### src/rtl/cdc_hs_pkg.sv
// rtl/cdc_hs_pkg.sv - shared states, constants and helpers for the handshake arbiter
package cdc_hs_pkg;

    localparam int DEF_NUM_REQ     = 4;
    localparam int DEF_DATA_W      = 8;
    localparam int DEF_TIMEOUT_CYC = 1024;

    // ST_DRAIN is only reachable when the timeout feature is built in.
    typedef enum logic [2:0] {
        ST_IDLE   = 3'd0,
        ST_SETUP  = 3'd1,
        ST_REQ_HI = 3'd2,
        ST_REQ_LO = 3'd3,
        ST_DONE   = 3'd4,
        ST_DRAIN  = 3'd5
    } state_e;

    // Number of bits needed to hold values 0..value-1 (minimum 1).
    function automatic int clog2(input int value);
        int r;
        r = 0;
        while ((1 << r) < value) begin
            r = r + 1;
        end
        if (r == 0) begin
            r = 1;
        end
        return r;
    endfunction

endpackage

### src/rtl/rr_arbiter.sv
// rtl/rr_arbiter.sv - combinational round-robin select from a request vector and pointer
//
// Ports:
//   req_i   in  N   request vector
//   ptr_i   in  IW  highest-priority position; search runs upward and wraps
//   gnt_o   out N   one-hot winner (all zero when no request)
//   idx_o   out IW  index of the winner
//   valid_o out 1   any request present
module rr_arbiter
    import cdc_hs_pkg::*;
#(
    parameter  int N  = DEF_NUM_REQ,
    localparam int IW = clog2(N)
) (
    input  logic [N-1:0]  req_i,
    input  logic [IW-1:0] ptr_i,
    output logic [N-1:0]  gnt_o,
    output logic [IW-1:0] idx_o,
    output logic          valid_o
);

    always_comb begin
        int c;
        gnt_o   = '0;
        idx_o   = '0;
        valid_o = 1'b0;
        c       = 0;
        for (int i = 0; i < N; i++) begin
            c = int'(ptr_i) + i;
            if (c >= N) begin
                c = c - N;
            end
            if (!valid_o && req_i[c]) begin
                valid_o  = 1'b1;
                gnt_o[c] = 1'b1;
                idx_o    = IW'(c);
            end
        end
    end

endmodule

### src/rtl/cdc_handshake_arbiter.sv
// rtl/cdc_handshake_arbiter.sv - round-robin sharing of one 4-phase req/ack crossing channel
//
// Optional feature macro: CDC_HS_TIMEOUT_EN (ack timeout with DRAIN state).
//
// Ports:
//   clk          in   clock
//   rst          in   asynchronous active-high reset
//   req_i        in   per-requester request level, held until its gnt_o
//   req_data_i   in   payloads, requester k at [k*DATA_W +: DATA_W]
//   gnt_o        out  one-cycle one-hot completion pulse
//   busy_o       out  state is not IDLE
//   xfer_req_o   out  registered crossing request level
//   xfer_data_o  out  registered payload of the requester being served
//   xfer_src_o   out  index of the requester being served
//   xfer_ack_i   in   destination acknowledge, already synchronized
//   timeout_o    out  one-cycle pulse when an ack never arrives (0 without feature)
module cdc_handshake_arbiter
    import cdc_hs_pkg::*;
#(
    parameter  int NUM_REQ     = DEF_NUM_REQ,
    parameter  int DATA_W      = DEF_DATA_W,
    parameter  int TIMEOUT_CYC = DEF_TIMEOUT_CYC,
    localparam int SW          = clog2(NUM_REQ)
) (
    input  logic                      clk,
    input  logic                      rst,
    input  logic [NUM_REQ-1:0]        req_i,
    input  logic [NUM_REQ*DATA_W-1:0] req_data_i,
    output logic [NUM_REQ-1:0]        gnt_o,
    output logic                      busy_o,
    output logic                      xfer_req_o,
    output logic [DATA_W-1:0]         xfer_data_o,
    output logic [SW-1:0]             xfer_src_o,
    input  logic                      xfer_ack_i,
    output logic                      timeout_o
);

    if (NUM_REQ < 2 || NUM_REQ > 16 || TIMEOUT_CYC < 2) begin : g_bad_param
        $error("cdc_handshake_arbiter: parameter out of range");
    end

    state_e              state_q, state_d;
    logic [SW-1:0]       ptr_q, ptr_d;
    logic                xfer_req_q, xfer_req_d;
    logic [DATA_W-1:0]   xfer_data_q, xfer_data_d;
    logic [SW-1:0]       xfer_src_q, xfer_src_d;
    logic [SW-1:0]       next_ptr;

    logic [NUM_REQ-1:0]  arb_gnt;
    logic [SW-1:0]       arb_idx;
    logic                arb_valid;
    logic [DATA_W-1:0]   arb_data;

    rr_arbiter #(
        .N (NUM_REQ)
    ) u_rr_arbiter (
        .req_i   (req_i),
        .ptr_i   (ptr_q),
        .gnt_o   (arb_gnt),
        .idx_o   (arb_idx),
        .valid_o (arb_valid)
    );

    // One-hot AND-OR mux of the winner's payload.
    always_comb begin
        arb_data = '0;
        for (int k = 0; k < NUM_REQ; k++) begin
            arb_data = arb_data | (req_data_i[k*DATA_W +: DATA_W] & {DATA_W{arb_gnt[k]}});
        end
    end

    // Pointer moves past the requester just served (or just abandoned).
    always_comb begin
        if (xfer_src_q == SW'(NUM_REQ - 1)) begin
            next_ptr = '0;
        end else begin
            next_ptr = xfer_src_q + SW'(1);
        end
    end

`ifdef CDC_HS_TIMEOUT_EN
    localparam int TW = clog2(TIMEOUT_CYC + 1);
    logic [TW-1:0] to_cnt_q, to_cnt_d;
    logic          timeout_q, timeout_d;
`endif

    always_comb begin
        state_d     = state_q;
        ptr_d       = ptr_q;
        xfer_data_d = xfer_data_q;
        xfer_src_d  = xfer_src_q;
`ifdef CDC_HS_TIMEOUT_EN
        timeout_d   = 1'b0;
`endif
        case (state_q)
            ST_IDLE: begin
                // A high ack here is left over from an earlier handshake; wait it out.
                if (arb_valid && !xfer_ack_i) begin
                    state_d     = ST_SETUP;
                    xfer_data_d = arb_data;
                    xfer_src_d  = arb_idx;
                end
            end
            ST_SETUP: begin
                // Ack is deliberately not looked at: data settles one cycle before req.
                state_d = ST_REQ_HI;
            end
            ST_REQ_HI: begin
                if (xfer_ack_i) begin
                    state_d = ST_REQ_LO;
                end
`ifdef CDC_HS_TIMEOUT_EN
                else if (to_cnt_q == TW'(TIMEOUT_CYC - 1)) begin
                    state_d   = ST_DRAIN;
                    timeout_d = 1'b1;
                    ptr_d     = next_ptr;
                end
`endif
            end
            ST_REQ_LO: begin
                if (!xfer_ack_i) begin
                    state_d = ST_DONE;
                end
            end
            ST_DONE: begin
                ptr_d   = next_ptr;
                state_d = ST_IDLE;
            end
`ifdef CDC_HS_TIMEOUT_EN
            ST_DRAIN: begin
                if (!xfer_ack_i) begin
                    state_d = ST_IDLE;
                end
            end
`endif
            default: begin
                state_d = ST_IDLE;
            end
        endcase
        xfer_req_d = (state_d == ST_REQ_HI);
    end

`ifdef CDC_HS_TIMEOUT_EN
    // Runs only while staying in REQ_HI; any state entry restarts it at zero.
    always_comb begin
        if (state_q == ST_REQ_HI && state_d == ST_REQ_HI) begin
            to_cnt_d = to_cnt_q + TW'(1);
        end else begin
            to_cnt_d = '0;
        end
    end

    always_ff @(posedge clk or posedge rst) begin
        if (rst) begin
            to_cnt_q  <= '0;
            timeout_q <= 1'b0;
        end else begin
            to_cnt_q  <= to_cnt_d;
            timeout_q <= timeout_d;
        end
    end

    assign timeout_o = timeout_q;
`else
    assign timeout_o = 1'b0;
`endif

    always_ff @(posedge clk or posedge rst) begin
        if (rst) begin
            state_q     <= ST_IDLE;
            ptr_q       <= '0;
            xfer_req_q  <= 1'b0;
            xfer_data_q <= '0;
            xfer_src_q  <= '0;
        end else begin
            state_q     <= state_d;
            ptr_q       <= ptr_d;
            xfer_req_q  <= xfer_req_d;
            xfer_data_q <= xfer_data_d;
            xfer_src_q  <= xfer_src_d;
        end
    end

    always_comb begin
        gnt_o = '0;
        if (state_q == ST_DONE) begin
            gnt_o[xfer_src_q] = 1'b1;
        end
    end

    assign busy_o      = (state_q != ST_IDLE);
    assign xfer_req_o  = xfer_req_q;
    assign xfer_data_o = xfer_data_q;
    assign xfer_src_o  = xfer_src_q;

endmodule

### config.mk
export PLATFORM = sky130hd
export DESIGN_NAME = cdc_handshake_arbiter
export DESIGN_NICKNAME = d
export VERILOG_FILES = /design/src/rtl/cdc_hs_pkg.sv /design/src/rtl/rr_arbiter.sv /design/src/rtl/cdc_handshake_arbiter.sv
export SDC_FILE = /design/constraint.sdc
export NUM_CORES = 1
export LEC_CHECK = 0
export ABC_CLOCK_PERIOD_IN_PS = 7620
export BUFFER_PORTS_ARGS = -buffer_cell sky130_fd_sc_hd__buf_2
export CORE_MARGIN = 5
export CORE_UTILIZATION = 55
export DETAILED_ROUTE_END_ITERATION = 6
export GPL_ROUTABILITY_DRIVEN = 0
export PLACE_DENSITY = 0.85
export SLEW_MARGIN = 20
export SYNTH_ARGS = -nofsm -noshare
export SYNTH_HDL_FRONTEND = slang
export SYNTH_SLANG_ARGS = --single-unit
### constraint.sdc
create_clock -name clk -period 7.62 [get_ports clk]
set_clock_uncertainty 0.1 [all_clocks]
set_input_delay 0 -clock clk [delete_from_list [all_inputs] [get_ports clk]]
set_output_delay 0 -clock clk [all_outputs]
set_load 0.005 [all_outputs]
# Word-level counts from Yosys, hierarchy flattened
# Index checks and enable logic that the tools add are counted.
word_totals:
  ff_bits: 16
  input_bits: 39
  out_inout_bits: 17
op_classes:
  n_addsub: 8
  order_cmp: 14
  n_eq_ne: 6
  n_mux: 44
  n_bitwise: 10
  n_reduce_logical: 16
op_table:
  columns: ["operator", "n"]
  rows:
  - ["$ge A32 B1 Y1 const B", 4]
  - ["$lt A32 B4 Y1 const B", 4]
  - ["$mux W32", 4]
  - ["$ge A32 B4 Y1 const B", 3]
  - ["$sub A32 B4 Y32 const B", 3]
  - ["$and A8 B8 Y8", 4]
  - ["$or A8 B8 Y8", 3]
  - ["$mux W4", 5]
  - ["$mux W1", 17]
  - ["$or A4 B4 Y4", 3]
  - ["$pmux W3 S4", 1]
  - ["$demux W1 S2", 5]
  - ["$mux W2", 5]
  - ["$eq A3 B2 Y1 const B", 3]
  - ["$logic_and A1 B1 Y1", 9]
  - ["$mux W3", 3]
  - ["$bmux W1 S2", 4]
  - ["$add A2 B2 Y3 const B", 2]
  - ["$logic_not A1 Y1", 4]
  - ["$sub A2 B3 Y4 const B", 1]
  - ["$add A2 B1 Y3 const B", 1]
  - ["$eq A3 B1 Y1 const B", 1]
  - ["$eq A3 B3 Y1 const B", 1]
  - ["$ge A2 B3 Y1 const B", 1]
  - ["other kinds (7)", 7]

# Depth between registers and ports, before layout
# Gate-level depths: netlist of run 1.
logic_depth:
  word_depth: 19
  mapped_depth: 10

# Cells and area by module
# A second synthesis of run 1 with hierarchy kept.
unflattened:
  hier_cells: 133
  area_unflattened_um2: 1411.4
modules_own_cells:
  columns: ["module", "n_inst", "cells_per_inst", "area_each_um2", "seq_area_each_um2"]
  rows:
  - ["cdc_handshake_arbiter", 1, 85, 950.9, 400.4]
  - ["rr_arbiter", 1, 48, 460.4, 0.0]

# Worst setup path after synthesis of run 1
# Ideal clock, no wire load.
synth_path:
  path_type: "flip-flop to flip-flop"
  from: "register ptr_q[1]"
  to: "register xfer_data_q[0] (netlist: xfer_data_o[0])"
  setup_time_ns: 0.082
  arrival_ns: 2.644
  t_required_ns: 7.438
  path_slack_ns: 4.794
  path_stages_with_launch: 11
  n_path_buf: 3
  period_less_slack_ns: 2.826
  path_cell_list: "dfrtp_1 clkbuf_1 inv_1 ha_1 buf_6 mux4_2 or4b_1 buf_2 nor2_1 a31oi_1 a31oi_1"
synth_via:
  elab_chain_cells: 19
synth_lines:
  columns: ["item", "line", "source"]
  rows:
  - ["start, declared", "cdc_handshake_arbiter.sv:43", "logic [SW-1:0] ptr_q, ptr_d;"]
  - ["start signal, assigned", "cdc_handshake_arbiter.sv:177", "ptr_q <= ptr_d;"]
  - ["branches (longest 19 deep; another with $sub A32 B4 Y32)", null, null]
  - ["end signal, assigned", "cdc_handshake_arbiter.sv:179", "xfer_data_q <= xfer_data_d;"]
  - ["end, declared", "cdc_handshake_arbiter.sv:45", "logic [DATA_W-1:0] xfer_data_q, xfer_data_d;"]
# Parallel ways; which one is timed is not known. The select of a mux whose other input is x is not followed.
# A chain may end at the register's enable or synchronous reset.

# Final worst setup path of run 1
layout_path:
  from: "register ptr_q[0]"
  to: "register xfer_data_q[6] (netlist: xfer_data_o[6])"
# Same word-level chain as after synthesis.

==> flow_summary.yaml, run 1 <==
status:
  status: "complete, no violations"
timing:
  rsz0062_at_grt: "no"
  hold_viol_final: 0
  finalCritPeriodShare: 0.5212
  fmax_mhz: 251.8
  setup_viol: 0
  slew_headroom: 0.5660
  slew_viol_final: 0
  tns_ns: 0
  period_minus_slack_ns: 3.971
  finalWorstSetupSlack_ns: 3.649
  tightest_slew_ns: 0.6510
critical_path:
  cp.required_ns: 7.75
  critical_path_class: "register to register"
  crit_slowest_cell: "dfrtp_1"
  cp_top_family: "simple AND/OR/NAND/NOR gates"
  crit_path_max_incr_delay_ns: 0.77
  timing.critical_path.mode_cell: "a31oi_1"
  endpoint_kind: "register"
  arrival_ns: 4.10
  start_kind: "register"
  crit_path_max_fanout: 19
  worstPathCellList: "inv_1 -> ha_1 -> mux4_2 -> or4b_1 -> nor2_1 -> a31oi_1 -> a31oi_1 -> dlygate4sd3_1"
  path_buf_inv: 2
route:
  post_drt_via_cell_ratio: 6.463
  wl_met3_um: 505
  drcViolationCount: 0
  firstDrtPassIters: 5
  num_vias: 2023
  wire_per_inst_um: 17.37
  drt-total-wl_um: 5437
  dr.first_iter.drc_count: 167
  wl_met2_um: 2432
  wl_met1_um: 2350
  top_layer: "met4"
  ant_nets: 0
clock_network:
  htreeDepth: 1
  cts.path.max_buffers: 2
  cts_made_buffers: 3
  clock_latency_ns: 0.28
  cts_tree: "yes"
  cts_setup_buffers: 0
  numClockSinks: 16
  clkTransAtPathRegs_ns: 0.09
  root_buffer: "clkbuf_4"
power_and_ir_drop:
  irDropWorstVdd_mv: 0.2430
  p_leak_nw: 0.9501
  netSwitchingPower_mw: 0.4153
  switching_share: 0.4927
  seqPwrFrac: 0.214
  p_int_mw: 0.4276
  power.total_mw: 0.8428
  power_frac_comb: 0.720
  pwr-share-clk: 0.066
  powerDensity_nw_per_um2: 388.7
logic_synthesis:
  syn_nets: 260
  synthCells: 213
  synth_top_area_frac: 0.2336
  ys_ff_latch: 16
  syn_area_sq_um: 1714
  synth_ff_type: "dfrtp_1"
  synth_seq_area_share: 0.2336
  async_flop_share: 1.000
  syn-mean-instance-area_sq_um: 8.048
  synth_edf_count: 0
  ys_top_cells_by_area: "dfrtp_1 23%, a311oi_1 8.2%, a22oi_1 6.6%"
  synth_warnings: 0
  synth_cell_type_count: 43
  yosys.area.top_type: "dfrtp_1"
global_routing:
  grt_pass1_vias: 1774
  grtUsageTotal: 0.2509
  antenna_found_initial: 0
  grt_pass1_wl_um: 8680
  grt_max_degree: 20
  grt_remaining_overflow: 0
flow_run:
  max-cap-violations: 0
floorplan:
  fp-row-count: 20
  die_h_um: 65.83
  initial_utilization: 0.5661
  die_w_um: 65.83
  io_pins: 56
  die_area_sq_um: 4333
  core_area_sq_um: 3028
layout:
  synthToLayoutAreaGrowth_pct: 26.50
  n_antenna_cell: 0
  final_nets: 317
  drive_gt1_frac: 0.2491
  layoutNonFillerInstCount: 313
place:
  dpl_worst_slack_ns: 4.251
  numPlacedInstances: 291
  port_buffers: 54
  dpl.hpwl_um: 3806
min_path:
  worstHoldPathType: "primary input to register"
[layer usage]
metal	track usage	vias to the layer above
met5	0	-
met4	0.09585	0
met3	0.03571	18
met2	0.3692	137
met1	0.3672	934
li1	-	934
[final timing paths]
check	startpoint	end	slack, ns	cells past startpoint
max	ptr_q[0]$_DFFE_PP0P_	xfer_data_o[6]$_DFFE_PP0P_	3.65	8
min	req_i[2]	xfer_src_o[1]$_DFFE_PP0P_	0.11	5
max reg2reg	ptr_q[0]$_DFFE_PP0P_	xfer_data_o[6]$_DFFE_PP0P_	3.65	8
min reg2reg	xfer_src_o[0]$_DFFE_PP0P_	ptr_q[0]$_DFFE_PP0P_	0.50	1
max in group asynchronous	rst	ptr_q[1]$_DFFE_PP0P_	6.81	3
min in group asynchronous	rst	xfer_data_o[0]$_DFFE_PP0P_	0.21	3
[area by class of cell]
| type | instances | area (sq um) |
|---|---|---|
| fill | 251 | 859.6 |
| sequential | 16 | 400.4 |
| inverter | 13 | 48.80 |
| tap | 44 | 55.05 |
| clock buffer | 4 | 36.28 |
| multi-input combinational | 163 | 1170 |
| timing repair buffer | 73 | 457.9 |
[sequential cells by signal (all words and copies together) (netlist names)]
name         count
xfer_req_o       1
ptr_q            2
state_q          3
xfer_src_o       2
xfer_data_o      8
[cells by family (layout without fill, tap and decap cells)]
group                      after synthesis  in the layout  synth area share
AOI/OAI and AO/OA                       78             78            0.3358
xor gates and xnor gates                 1              1          0.005110
adders and majority gates                8              8           0.05840
buffers and inverters                   34             90           0.08394
DFF                                     16             16            0.2336
muxes                                   13             13            0.1066
other                                    1              1          0.002188
and+or+nand+nor                         62             62            0.1745
[cells in the final DEF (no fill, tap or decap), types with 4 or more instances in the layout]
cell type	count
buf_2	54
nor2_1	23
dlygate4sd3_1	18
a31oi_1	17
a311oi_1	16
dfrtp_1	16
a22oi_1	15
inv_1	13
nand2_1	13
ha_1	8
mux2i_1	7
nand2b_1	7
nand3_1	7
a211oi_1	7
o22ai_1	6
mux4_2	4
and3_1	4
[power by group through the flow]
stage	Combinational, mW	Clock [mW]	Sequential, mW
6_report	0.606	0.0560	0.180
5_1_grt	0.659	0.0589	0.189
4_1_cts	0.586	0.0560	0.180
3_5_place_dp	0.534	0	0.182
3_3_place_gp	0.528	0	0.179
2_1_floorplan	0.436	0	0.159
[worst reg2reg max path, stage by stage (launching register included)]
cell,delay (ns)
dfrtp_1,0.77
inv_1,0.22
ha_1,0.50
mux4_2,0.60
or4b_1,0.72
nor2_1,0.20
a31oi_1,0.07
a31oi_1,0.17
dlygate4sd3_1,0.56
[through the flow]
stage	hold slack, ns	cell area [sq um]	util
5_1_grt	0.1590	2168	0.7161
3_5_place_dp	-0.001690	1952	0.6446
6_report	0.1136	2168	0.7161
4_1_cts	0.1080	2168	0.7161
2_1_floorplan	-0.1863	1714	-
3_3_place_gp	-0.01063	1952	0.6446
[repair_timing]
action | 4_1_cts | 5_1_grt
hold endpoints to repair | 27 | 0
hold buffers | 18 | 0
endpoints found under the setup margin | 0 | 0
resized for setup | 0 | 0
[synth_stat cells, drive strengths merged, types with 2 or more instances]
library cell  count
o211ai            2
ha                8
nor2             23
a211o             3
nand3             7
a211oi            7
buf              10
dfrtp            16
a22oi            15
a31oi            17
nand2            13
a21oi             4
clkbuf           11
mux2i             7
mux4              4
o22ai             6
o21ai             2
mux2              2
and3              4
nand2b            7
a311oi           16
inv              13
No activity file was read; power rests on OpenSTA's default activity.
==> inputs of run 2 (changes only) <==
Settings changed: ABC_AREA set to 1, ABC_CLOCK_PERIOD_IN_PS 7620 to 3300, CORE_UTILIZATION 55 to 43, PLACE_DENSITY 0.85 to 0.75.
Clock period 7.62 ns to 3.3 ns, I/O delays scaled along.
==> run 2 against run 1 <==
Against the previous run: combinational power grew 83%; power up 92%; area after synthesis down 25%; setup slack got worse by 3.2 ns; critical path depth rose by 5; highest routed layer unchanged.
==> flow_summary.yaml, run 2 <==
critical_path:
  timing.rr.start: "ptr_q[0]$_DFFE_PP0P_"
  worstPathCellList: "inv_2 -> ha_1 -> inv_1 -> nand3_1 -> nand2_1 -> nor2_2 -> a21oi_1 -> nand3_2 -> nand2_1 -> nand3_1 -> nor2_1 -> dlygate4sd3_1 -> nor2_1"
  r2r_end: "xfer_data_o[5]$_DFFE_PP0P_"
  crit_path_max_fanout: 8
  start_kind: "register"
  critical_path_class: "register to register"
  endpoint_kind: "register"
  crit_path_max_incr_delay_ns: 0.57
  crit_slowest_cell: "dlygate4sd3_1"
  arrival_ns: 2.92
  worstRegToRegCells: 13
  ff2ff_setup_slack_ns: 0.47
  cp.required_ns: 3.39
clock_network:
  cts_made_buffers: 3
  cts-resized-gates: 0
  cts.path.max_buffers: 2
  root_buffer: "clkbuf_4"
  cts_tree: "yes"
  clkTransAtPathRegs_ns: 0.10
  htreeDepth: 1
  clock_latency_ns: 0.28
  numClockSinks: 16
route:
  dr.first_iter.drc_count: 165
  drcViolationCount: 0
  post_drt_via_cell_ratio: 4.901
  wire_per_inst_um: 11.69
  drt-total-wl_um: 3553
  ant_nets: 0
  num_vias: 1490
  firstDrtPassIters: 4
logic_synthesis:
  synth_warnings: 0
  async_flop_share: 1.000
  yosys.area.top_type: "dfrtp_1"
  ys_ff_latch: 16
  syn-mean-instance-area_sq_um: 6.476
  synth_cell_type_count: 25
  synth_ff_type: "dfrtp_1"
  synth_seq_area_share: 0.3107
  syn_nets: 246
  synth_commonest_cells: "73 x nand2_1, 34 x nor2_1, 16 x dfrtp_1, 15 x inv_1, 14 x nand3_1"
  synthCells: 199
  synth_top_area_frac: 0.3107
  synth_edf_count: 0
  syn_area_sq_um: 1289
  ys_top_cells_by_area: "dfrtp_1 31%, nand2_1 21%, nor2_1 9.9%"
  synth.most_common_cell: "nand2_1"
global_routing:
  antenna_found_initial: 0
  grt_use_met3: 0.03454
  grtUsageMet1: 0.2062
  busiest_layer: "met2"
  grt_pass1_wl_um: 5658
  grt_pass1_vias: 1320
  grtUsageTotal: 0.1712
  grt_remaining_overflow: 0
  grt_max_degree: 21
  met2_usage: 0.2950
timing:
  tns_ns: 0
  rsz0062_at_grt: "no"
  finalCritPeriodShare: 0.8585
  fmax_mhz: 353.0
  setup_viol: 0
  slew_headroom: 0.5828
  period_minus_slack_ns: 2.833
  tightest_slew_ns: 0.6251
  slew_viol_final: 0
  hold_viol_final: 0
floorplan:
  die_area_sq_um: 4192
  initial_utilization: 0.4594
  fp-row-count: 19
  io_pins: 56
  die_w_um: 64.75
  die_h_um: 64.75
  core_area_sq_um: 2805
layout:
  drive_gt1_frac: 0.2637
  final_common_cell: "nand2_1"
  final_cell_mix: "73 x nand2_1, 54 x buf_2, 34 x nor2_1"
  final_area_sq_um: 1800
  n_antenna_cell: 0
  largest_reg_flops: 8
  synthToLayoutAreaGrowth_pct: 39.71
  final_nets: 321
min_path:
  hold_path_end: "state_q[0]$_DFF_PP0_"
  worstHoldPathType: "primary input to register"
  min_from: "req_i[1]"
  whs_path_depth: 7
status:
  status: "complete, no violations"
place:
  port_buffers: 54
  dpl_cell_area_sq_um: 1574
  dpl.hpwl_um: 2616
power_and_ir_drop:
  powerDensity_nw_per_um2: 897.5
  p_leak_nw: 0.9890
  irDropWorstVdd_mv: 0.4408
flow_run:
  max-cap-violations: 0
run 2: cell types whose count changed after synthesis, sizes merged, moves of 7 or more:
cell	change
a211oi	-7
nand3	+14
a22oi	-14
nor2	+14
nand2b	-7
a311oi	-16
buf	-7
nand2	+61
a31oi	-17
clkbuf	-11
mux2i	-7
run 2: worst max-delay path by stage:
stage / from / end / slack (ns) / depth (start not counted)
6_report: ptr_q[0]$_DFFE_PP0P_ / xfer_data_o[5]$_DFFE_PP0P_ / 0.47 / 13
3_3_place_gp: ptr_q[0]$_DFFE_PP0P_ / xfer_data_o[4]$_DFFE_PP0P_ / 1.07 / 12
4_1_cts: ptr_q[0]$_DFFE_PP0P_ / xfer_data_o[4]$_DFFE_PP0P_ / 0.47 / 14
3_5_place_dp: ptr_q[0]$_DFFE_PP0P_ / xfer_src_o[1]$_DFFE_PP0P_ / 1.02 / 12
5_1_grt: ptr_q[0]$_DFFE_PP0P_ / xfer_data_o[5]$_DFFE_PP0P_ / 0.22 / 14
2_1_floorplan: ptr_q[0]$_DFFE_PP0P_ / xfer_src_o[0]$_DFFE_PP0P_ / 1.24 / 13
run 2: metrics by stage:
stage	cells	power (mW)	setup WS [ns]	util	hold WS [ns]
after CTS	304	1.617	0.4717	0.6418	0.1943
after floorplan	199	1.138	1.240	-	-0.1863
final	304	1.616	0.4669	0.6418	0.2086
after global placement	281	1.407	1.070	0.5611	0.009812
after detailed placement	281	1.410	1.015	0.5611	0.02417
after global routing	304	1.788	0.2168	0.6418	0.2718
run 2: logic make-up (layout without fill, tap and decap cells):
family,after synthesis,in the layout,synth area share
buf+inv,21,95,0.07087
compound gates,13,13,0.06019
simple gates,139,139,0.4709
other cells,1,1,0.002910
fa+ha+maj,8,8,0.07767
xor+xnor,1,1,0.006797
flops,16,16,0.3107
run 2: layer usage:
layer	up-vias	part of all wire	routed length (um)
met3	2	0.070	247
li1	779	-	-
met4	0	0.0099	35
met5	-	0	0
met1	659	0.42	1509
met2	50	0.50	1760
run 2: repair_timing:
item                                   4_1_cts  5_1_grt
endpoints found under the hold margin       28        0
hold buffers                                19        0
setup buffers                                0        0
run 2: final cells by class:
cell class / instances / area (sq um)
sequential: 16 / 400.4
inverter: 18 / 67.56
fill: 260 / 1005
multi-input combinational: 162 / 797.0
tap: 31 / 38.79
timing repair buffer: 73 / 460.4
clock buffer: 4 / 36.28
run 2: critical path, delay by kind of cell, from the launching register on:
family                   cells  cell delay [ns]
buffers and inverters        3             0.81
AND/OR/NAND/NOR              8             0.79
flip-flops                   1             0.52
adder cells (fa/ha/maj)      1             0.36
AO/OA/AOI/OAI                1             0.16
run 2: report_power, final:
group | internal, mW | switching (mW)
clock network | 0.0672 | 0.0645
registers | 0.294 | 0.0785
logic | 0.434 | 0.678
